===== src/rtl/bitop_pkg.sv =====
// Shared definitions for the bit-op scheduler: opcodes, FSM states, count width.
package bitop_pkg;

  localparam int BITOP_W = 32;
  localparam int CNT_W   = $clog2(BITOP_W) + 1;

  localparam logic [2:0] OP_NOT  = 3'd0;
  localparam logic [2:0] OP_AND  = 3'd1;
  localparam logic [2:0] OP_OR   = 3'd2;
  localparam logic [2:0] OP_XOR  = 3'd3;
  localparam logic [2:0] OP_CLZ  = 3'd4;
  localparam logic [2:0] OP_CTZ  = 3'd5;
  localparam logic [2:0] OP_POP  = 3'd6;
  localparam logic [2:0] OP_RSVD = 3'd7;

  typedef enum logic [1:0] {
    ST_IDLE = 2'd0,
    ST_EXEC = 2'd1,
    ST_DONE = 2'd2
  } state_t;

  function automatic logic is_count_op(input logic [2:0] op);
    return (op == OP_CLZ) || (op == OP_CTZ) || (op == OP_POP);
  endfunction

endpackage


===== src/rtl/bitop_count_iter.sv =====
// Iterative CLZ/CTZ/POP: one CHUNK per step, CLZ walks from the MSB chunk down.
// o_count is the running total including the chunk selected this cycle.
module bitop_count_iter
  import bitop_pkg::*;
#(
  parameter int WIDTH = 32,
  parameter int CHUNK = 8,
  parameter int NCH   = WIDTH / CHUNK,
  parameter int IDX_W = (NCH > 1) ? $clog2(NCH) : 1
) (
  input  logic             clk,
  input  logic             rst,
  input  logic             i_clear,
  input  logic             i_step,
  input  logic [2:0]       i_op,
  input  logic [WIDTH-1:0] i_a,
  input  logic [IDX_W-1:0] i_idx,
  output logic [CNT_W-1:0] o_count
);

  logic [CNT_W-1:0] r_acc;
  logic             r_found;
  logic [IDX_W-1:0] w_sel;
  logic [CHUNK-1:0] w_chunk;
  logic [CNT_W-1:0] w_lz;
  logic [CNT_W-1:0] w_tz;
  logic [CNT_W-1:0] w_pop;
  logic [CNT_W-1:0] w_add;
  logic             w_hit_l;
  logic             w_hit_t;

  assign w_sel = (i_op == OP_CLZ) ? (IDX_W'(NCH - 1) - i_idx) : i_idx;

  always_comb begin
    w_chunk = '0;
    for (int i = 0; i < NCH; i++) begin
      if (w_sel == IDX_W'(i)) w_chunk = i_a[i*CHUNK +: CHUNK];
    end
  end

  // An all-zero chunk yields lz == tz == CHUNK, so no separate zero case.
  always_comb begin
    w_lz    = '0;
    w_tz    = '0;
    w_pop   = '0;
    w_hit_l = 1'b0;
    w_hit_t = 1'b0;
    for (int i = CHUNK - 1; i >= 0; i--) begin
      if (w_chunk[i]) w_hit_l = 1'b1;
      else if (!w_hit_l) w_lz = w_lz + CNT_W'(1);
    end
    for (int i = 0; i < CHUNK; i++) begin
      if (w_chunk[i]) w_hit_t = 1'b1;
      else if (!w_hit_t) w_tz = w_tz + CNT_W'(1);
      w_pop = w_pop + CNT_W'(w_chunk[i]);
    end
  end

  always_comb begin
    w_add = '0;
    if (i_op == OP_POP) w_add = w_pop;
    else if (!r_found) w_add = (i_op == OP_CLZ) ? w_lz : w_tz;
  end

  assign o_count = r_acc + w_add;

  always_ff @(posedge clk) begin
    if (rst || i_clear) begin
      r_acc   <= '0;
      r_found <= 1'b0;
    end else if (i_step) begin
      r_acc   <= o_count;
      r_found <= r_found | (|w_chunk);
    end
  end

endmodule


===== src/rtl/bitop_sched.sv =====
// Two-requester round-robin front end for a shared 32-bit bit-logic unit.
// Logic ops answer one cycle after accept; count ops take WIDTH/CHUNK more.
module bitop_sched
  import bitop_pkg::*;
#(
  parameter int WIDTH = 32,
  parameter int CHUNK = 8
) (
  input  logic             clk,
  input  logic             rst,
  input  logic             req0_valid,
  output logic             req0_ready,
  input  logic [2:0]       req0_op,
  input  logic [WIDTH-1:0] req0_a,
  input  logic [WIDTH-1:0] req0_b,
  input  logic             req1_valid,
  output logic             req1_ready,
  input  logic [2:0]       req1_op,
  input  logic [WIDTH-1:0] req1_a,
  input  logic [WIDTH-1:0] req1_b,
  output logic             res_valid,
  input  logic             res_ready,
  output logic [WIDTH-1:0] res_data,
  output logic             res_id
);

  localparam int NCH   = WIDTH / CHUNK;
  localparam int IDX_W = (NCH > 1) ? $clog2(NCH) : 1;

  state_t           r_state;
  state_t           w_state_nxt;
  logic [IDX_W-1:0] r_cnt;
  logic [2:0]       r_op;
  logic [WIDTH-1:0] r_a;
  logic [WIDTH-1:0] r_res_data;
  logic             r_res_id;
  logic             r_rr;

  logic             w_accept;
  logic             w_gnt_id;
  logic             w_last;
  logic [2:0]       w_sel_op;
  logic [WIDTH-1:0] w_sel_a;
  logic [WIDTH-1:0] w_sel_b;
  logic [WIDTH-1:0] w_logic_res;
  logic [CNT_W-1:0] w_count;

  assign w_gnt_id = (req0_valid && req1_valid) ? r_rr : req1_valid;
  assign w_sel_op = w_gnt_id ? req1_op : req0_op;
  assign w_sel_a  = w_gnt_id ? req1_a  : req0_a;
  assign w_sel_b  = w_gnt_id ? req1_b  : req0_b;
  assign w_last   = (r_cnt == IDX_W'(NCH - 1));

  always_comb begin
    w_logic_res = '0;
    case (w_sel_op)
      OP_NOT:  w_logic_res = ~w_sel_a;
      OP_AND:  w_logic_res = w_sel_a & w_sel_b;
      OP_OR:   w_logic_res = w_sel_a | w_sel_b;
      OP_XOR:  w_logic_res = w_sel_a ^ w_sel_b;
      OP_RSVD: w_logic_res = '0;
      default: w_logic_res = '0;
    endcase
  end

  always_ff @(posedge clk) begin
    if (rst) r_state <= ST_IDLE;
    else     r_state <= w_state_nxt;
  end

  // Readies are gated by rst so nothing is accepted on a reset cycle.
  always_comb begin
    w_state_nxt = r_state;
    w_accept    = 1'b0;
    req0_ready  = 1'b0;
    req1_ready  = 1'b0;
    case (r_state)
      ST_IDLE: begin
        if (!rst && (req0_valid || req1_valid)) begin
          w_accept    = 1'b1;
          req0_ready  = !w_gnt_id;
          req1_ready  = w_gnt_id;
          w_state_nxt = is_count_op(w_sel_op) ? ST_EXEC : ST_DONE;
        end
      end
      ST_EXEC: if (w_last) w_state_nxt = ST_DONE;
      ST_DONE: if (res_ready) w_state_nxt = ST_IDLE;
      default: w_state_nxt = ST_IDLE;
    endcase
  end

  always_ff @(posedge clk) begin
    if (rst) begin
      r_cnt      <= '0;
      r_op       <= OP_NOT;
      r_a        <= '0;
      r_res_data <= '0;
      r_res_id   <= 1'b0;
      r_rr       <= 1'b0;
    end else if (w_accept) begin
      r_op     <= w_sel_op;
      r_a      <= w_sel_a;
      r_cnt    <= '0;
      r_res_id <= w_gnt_id;
      r_rr     <= ~w_gnt_id;
      if (!is_count_op(w_sel_op)) r_res_data <= w_logic_res;
    end else if (r_state == ST_EXEC) begin
      r_cnt <= r_cnt + IDX_W'(1);
      if (w_last) r_res_data <= WIDTH'(w_count);
    end
  end

  bitop_count_iter #(
    .WIDTH(WIDTH),
    .CHUNK(CHUNK)
  ) u_count (
    .clk    (clk),
    .rst    (rst),
    .i_clear(w_accept),
    .i_step (r_state == ST_EXEC),
    .i_op   (r_op),
    .i_a    (r_a),
    .i_idx  (r_cnt),
    .o_count(w_count)
  );

  assign res_valid = (r_state == ST_DONE);
  assign res_data  = r_res_data;
  assign res_id    = r_res_id;

endmodule


===== config.mk =====
export PLATFORM = sky130hd
export DESIGN_NAME = bitop_sched
export DESIGN_NICKNAME = d
export VERILOG_FILES = /design/src/rtl/bitop_pkg.sv /design/src/rtl/bitop_count_iter.sv /design/src/rtl/bitop_sched.sv
export SDC_FILE = /design/constraint.sdc
export NUM_CORES = 1
export LEC_CHECK = 0
export BUFFER_PORTS_ARGS = -buffer_cell sky130_fd_sc_hd__buf_2
export CAP_MARGIN = 20
export CELL_PAD_IN_SITES_DETAIL_PLACEMENT = 0
export CELL_PAD_IN_SITES_GLOBAL_PLACEMENT = 1
export CORE_ASPECT_RATIO = 0.6
export CORE_MARGIN = 2
export CORE_UTILIZATION = 44
export DETAILED_ROUTE_END_ITERATION = 10
export HOLD_SLACK_MARGIN = 0.08
export PLACE_DENSITY = 0.95
export SETUP_SLACK_MARGIN = 0.15
export SYNTH_ARGS = -nofsm -noshare
export SYNTH_HDL_FRONTEND = slang
export SYNTH_HIERARCHICAL = 1
export SYNTH_SLANG_ARGS = --single-unit

===== constraint.sdc =====
create_clock -name clk -period 14.3 [get_ports clk]
set_input_delay 3.575 -clock clk [delete_from_list [all_inputs] [get_ports clk]]
set_output_delay 3.575 -clock clk [all_outputs]
set_load 0.03 [all_outputs]

Word-level counts from Yosys, hierarchy flattened. Cells that the tools add are included.

Flip-flop bits (word level): 80. Bits in latches: 0. Memory bits (writable): 0. ROM bits: 0. Output and inout bits: 36. Memories kept: 0.

$add $sub $neg: 24. $mul: 0. Div/mod/pow operators: 0. $lt $le $gt $ge: 0. Eq/ne operators: 18. Shift-type cells: 0. Multiplexer cells: 72. Bitwise operators: 6. Reduce and logical (&&, ||, !) cells: 17.

Operators by type and width (number): $mux W32 (6); $mux W6 (31); $pmux W32 S4 (1); $add A6 B1 Y6 const B (12); $add A6 B1 Y6 (6); $and A32 B32 Y32 (1); $mux W8 (4); $not A32 Y32 (1); $or A32 B32 Y32 (1); $xor A32 B32 Y32 (1); $mux W1 (23); $eq A3 B3 Y1 const B (5); $mux W2 (5); $eq A2 B2 Y1 const B (4); $reduce_or A8 Y1 (1); $add A6 B6 Y6 (1); $eq A3 B2 Y1 const B (2); $ne A2 B2 Y1 const B (3); $pmux W2 S3 (1); $reduce_and A3 Y1 (2); $add A1 B1 Y2 const B (2); $eq A2 B1 Y1 const B (2); $logic_not A2 Y1 (2); $logic_or A1 B1 Y1 (4); 13 further kinds (16).

Logic depth before layout (Yosys ltp).
Word-level depth: 36. Mapped depth: 39. Gate-level depth less buffers: 36.

Cells and area by module. The synthesis kept the hierarchy.

By module, submodules not included: bitop_sched (times used 1, cells each 731, area an instance 5556.6 µm²); bitop_count_iter (times used 1, cells each 367, area an instance 2762.6 µm²).

Worst setup path before layout. OpenSTA, ideal clock, no wires.

Path kind: input port to output port. Start point: input port rst. End point: output port req0_ready. Data arrival time: 4.996 ns. Data required time: 10.725 ns. Slack: 5.729 ns. Stages: 5. Buffers on the path: 3. Cell sequence: buf_6 > or4_4 > clkbuf_1 > clkbuf_1 > nor2_1.

Word-level cells in the longest chain between the ends: 4.

RTL lines: start, declared (line bitop_sched.sv:10) `input logic rst,`; $logic_not A1 Y1 (line bitop_sched.sv:79) `if (!rst && (req0_valid || req1_valid)) begin`; $logic_and A1 B1 Y1 (line bitop_sched.sv:79); $mux W1 (line bitop_sched.sv:79); $mux W1 (line bitop_sched.sv:77) `case (r_state)`; end, declared (line bitop_sched.sv:12) `output logic req0_ready,`.

Every way passes these cells.

Worst setup path in the final report.
Start point: input port rst. End point: output port req1_ready.

Word-level cells in the longest chain between the ends: 4.

RTL lines: $logic_not A1 Y1 (line bitop_sched.sv:79); $logic_and A1 B1 Y1 (line bitop_sched.sv:79); $mux W1 (line bitop_sched.sv:79); $mux W1 (line bitop_sched.sv:77); end, declared (line bitop_sched.sv:17) `output logic req1_ready,`.

Every way passes these cells.

==> qor.yml <==
outcome:
  status: "completed"
floorplan:
  die_x_um: 182
  start_util_pct: 45.4
  pin_count: 175
  core_area_sq_um: 18300
  die_h_um: 111
  rows: 38
  dieArea_sq_um: 20100
final_layout:
  finalCoreUtilization_pct: 52.6
  layoutNonFillerInstCount: 1467
  layout-drive-gt1-share_pct: 19.7
  nets: 1452
  antenna_cells: 0
  post-route-cell-area_sq_um: 9620
  syn2layout_area_growth_pct: 15.6
timing:
  setup_viol: 0
  grt_setup_unrepaired: "no"
  worstMarginPinSlew_ns: 1.11
  hold_viol: 0
  finalClockSkew_ns: 0.0108
  timing.final.ws_setup_ns: 5.37
  max_freq_ghz: 0.112
  slew_headroom_pct: 25.8
  period_needed_ns: 8.93
  hold_ws_ns: 0.477
  tns_ns: 0
  period_share_pct: 62.5
  slew_violations: 0
worst_setup_path:
  critPathLaunch: "rst"
  crit_type: "in2out"
  critPathMaxFanout: 75
  critical_path_arrival_ns: 5.36
  r2r-start: "r_op[2]"
  crit_path_top_delay_cell: "or4_4"
  crit_chain: "buf_2, or4_4, nor2_1, buf_2"
  cp_common_cell: "buf_2"
  r2r_slack_ns: 6.04
  end_kind: "output pin"
  r2r_end: "u_count/r_acc[5]"
  endpoint: "req1_ready"
  startpoint_type: "input pin"
  worstRegToRegCells: 36
  cpPeakStageDelay_ns: 0.89
  critical_path_required_ns: 10.72
clock_tree:
  clk_path_buf_depth: 2
  cts_tree: "built"
  htreeDepth: 3
  clk_pin_slew_ns: 0.07
  root_buffer: "clkbuf_16"
  clk_latency_ns: 0.35
  cts_sinks: 80
  cts_resized: 0
  post_cts_buffers: 0
  numCtsBuffers: 9
  hold_buffers: 0
hold_path:
  hold_class: "reg2reg"
detailed_routing:
  drt_pass1_iterations: 5
  first_iter_violations: 611
  antenna_left: 0
  post_drt_wl_per_cell_um: 16.8
  vias: 8361
  wl_um: 24700
  viasPerCell: 5.70
  drc_errors: 0
grt:
  grt_use_total_pct: 24.5
  grt_pass1_vias: 7894
  grt_start_max_net_pins: 76
  grt-ovfl-total: 0
  grt_pass1_wl_um: 40500
  antenna_found_initial: 0
synth:
  synth_edf_count: 0
  yosysSeqAreaShare_pct: 19.3
  synth_flop_cell: "dfxtp_1"
  synth_nets: 1328
  netlist_area_sq_um: 8320
  synth.distinct_cells: 69
  ys_async_sr_fraction_pct: 0
  synth-seq-cells: 80
  yosys.area.top_type: "dfxtp_1"
  ys_warn_count: 6
  synthCells: 1098
  synth.avg_cell_area_sq_um: 7.58
  netlist.area_leader.share_pct: 19.3
  ys_top_cells_by_area: "dfxtp_1 (19%), ha_1 (13%), mux2i_1 (8.1%)"
place:
  preCtsSetupSlack_ns: 5.39
  dp.cells: 1451
  hpwl_um: 18700
  dpl_cell_area_sq_um: 9250
  io_buffers: 174
  place_congestion: 0.931
power:
  p_int_uw: 692
  peakVddDrop_mv: 0.0781
  p_comb_share_pct: 53.3
  p_leak_nw: 4.62
  clkPwrFrac_pct: 24.5
  p_total_mw: 1.21
  powerDensity_nw_per_um2: 126
  seq_power_share_pct: 22.3
  swShare_pct: 42.9
  p_switching_uw: 520
job:
  maxCapViolations: 0
==> power groups by stage <==
| stage | sequential (mW) | combinational, mW | clock, mW |
|---|---|---|---|
| 2_1_floorplan | 0.287 | 0.460 | 0 |
| 3_3_place_gp | 0.274 | 0.620 | 0 |
| 3_5_place_dp | 0.274 | 0.635 | 0 |
| 4_1_cts | 0.269 | 0.638 | 0.299 |
| 5_1_grt | 0.273 | 0.722 | 0.309 |
| 6_report | 0.270 | 0.646 | 0.297 |
==> synth_stat cells (all sizes together), types with 8 or more instances <==
cell type  instances
xor2              10
dfxtp             80
o22ai             27
inv               96
mux2               8
buf               28
a211oi             8
nand3             35
o211ai            30
a22o              27
nor2b             10
nor3              25
nand3b            38
xnor2             22
o21ai             81
a21oi             56
nand2            142
nand2b            11
nor3b             18
mux2i             67
ha                86
clkbuf            48
nor2              48
and3b              8
==> cells by family (layout without fill, tap and decap cells) <==
logic type	count (synthesis)	in the layout	share of synthesized area, %
simple gates	374	374	23.6
fa+ha+maj	91	91	14.1
xor+xnor	32	32	3.37
mux	75	75	9.14
flops	80	80	19.3
compound gates	274	274	21.7
buf+inv	172	301	8.83
==> flip-flops by register name (all words and copies together), names as in the netlist <==
signal	count
r_a	32
res_data	32
u_count/r_acc	6
r_op	3
r_cnt	2
r_state	2
r_rr	1
res_id	1
u_count/r_found	1
==> placed cells by master, fill, tap and decap left out, types with 22 or more instances in the layout <==
cell,count
nand3b_1,38
xnor2_1,22
dfxtp_1,80
o21ai_0,70
a21oi_1,55
inv_1,91
a22o_1,27
o211ai_1,30
nand2_1,141
mux2i_1,67
ha_1,86
buf_2,174
nor3_1,24
nor2_1,47
o22ai_1,27
nand3_1,35
==> metal layers <==
| layer | wire length (um) | part of all wire [%] | vias up | GRT usage (%) |
|---|---|---|---|---|
| met5 | 0 | 0 | - | 0 |
| met4 | 167 | 0.68 | 0 | 3.96 |
| met3 | 2220 | 9.0 | 18 | 5.18 |
| met2 | 9740 | 40 | 320 | 35.1 |
| met1 | 12500 | 51 | 3886 | 37.5 |
| li1 | - | - | 4137 | - |
==> cell type report <==
cell class | instances | area, sq um
clock inverter | 7 | 149
tap | 240 | 300
fill | 1794 | 8680
sequential | 80 | 1600
timing repair buffer | 189 | 983
inverter | 96 | 360
clock buffer | 9 | 225
multi-input combinational | 846 | 6000
==> worst min path at each step <==
stage | startpoint | to | slack (ns) | cells after the start
2_1_floorplan | r_state[1] | r_state[0] | 0.44 | 1
3_5_place_dp | res_data[11] | res_data[11] | 0.46 | 1
5_1_grt | res_data[27] | res_data[27] | 0.49 | 1
6_report | res_data[11] | res_data[11] | 0.48 | 1
4_1_cts | res_data[11] | res_data[11] | 0.48 | 1
3_3_place_gp | res_data[26] | res_data[26] | 0.46 | 1
==> worst max-delay path, delay by kind of cell <==
kind	cells	cell delay [ns]
simple gates	2	1.18
buf+inv	2	0.59
No activity file was read; power rests on OpenSTA's default activity.
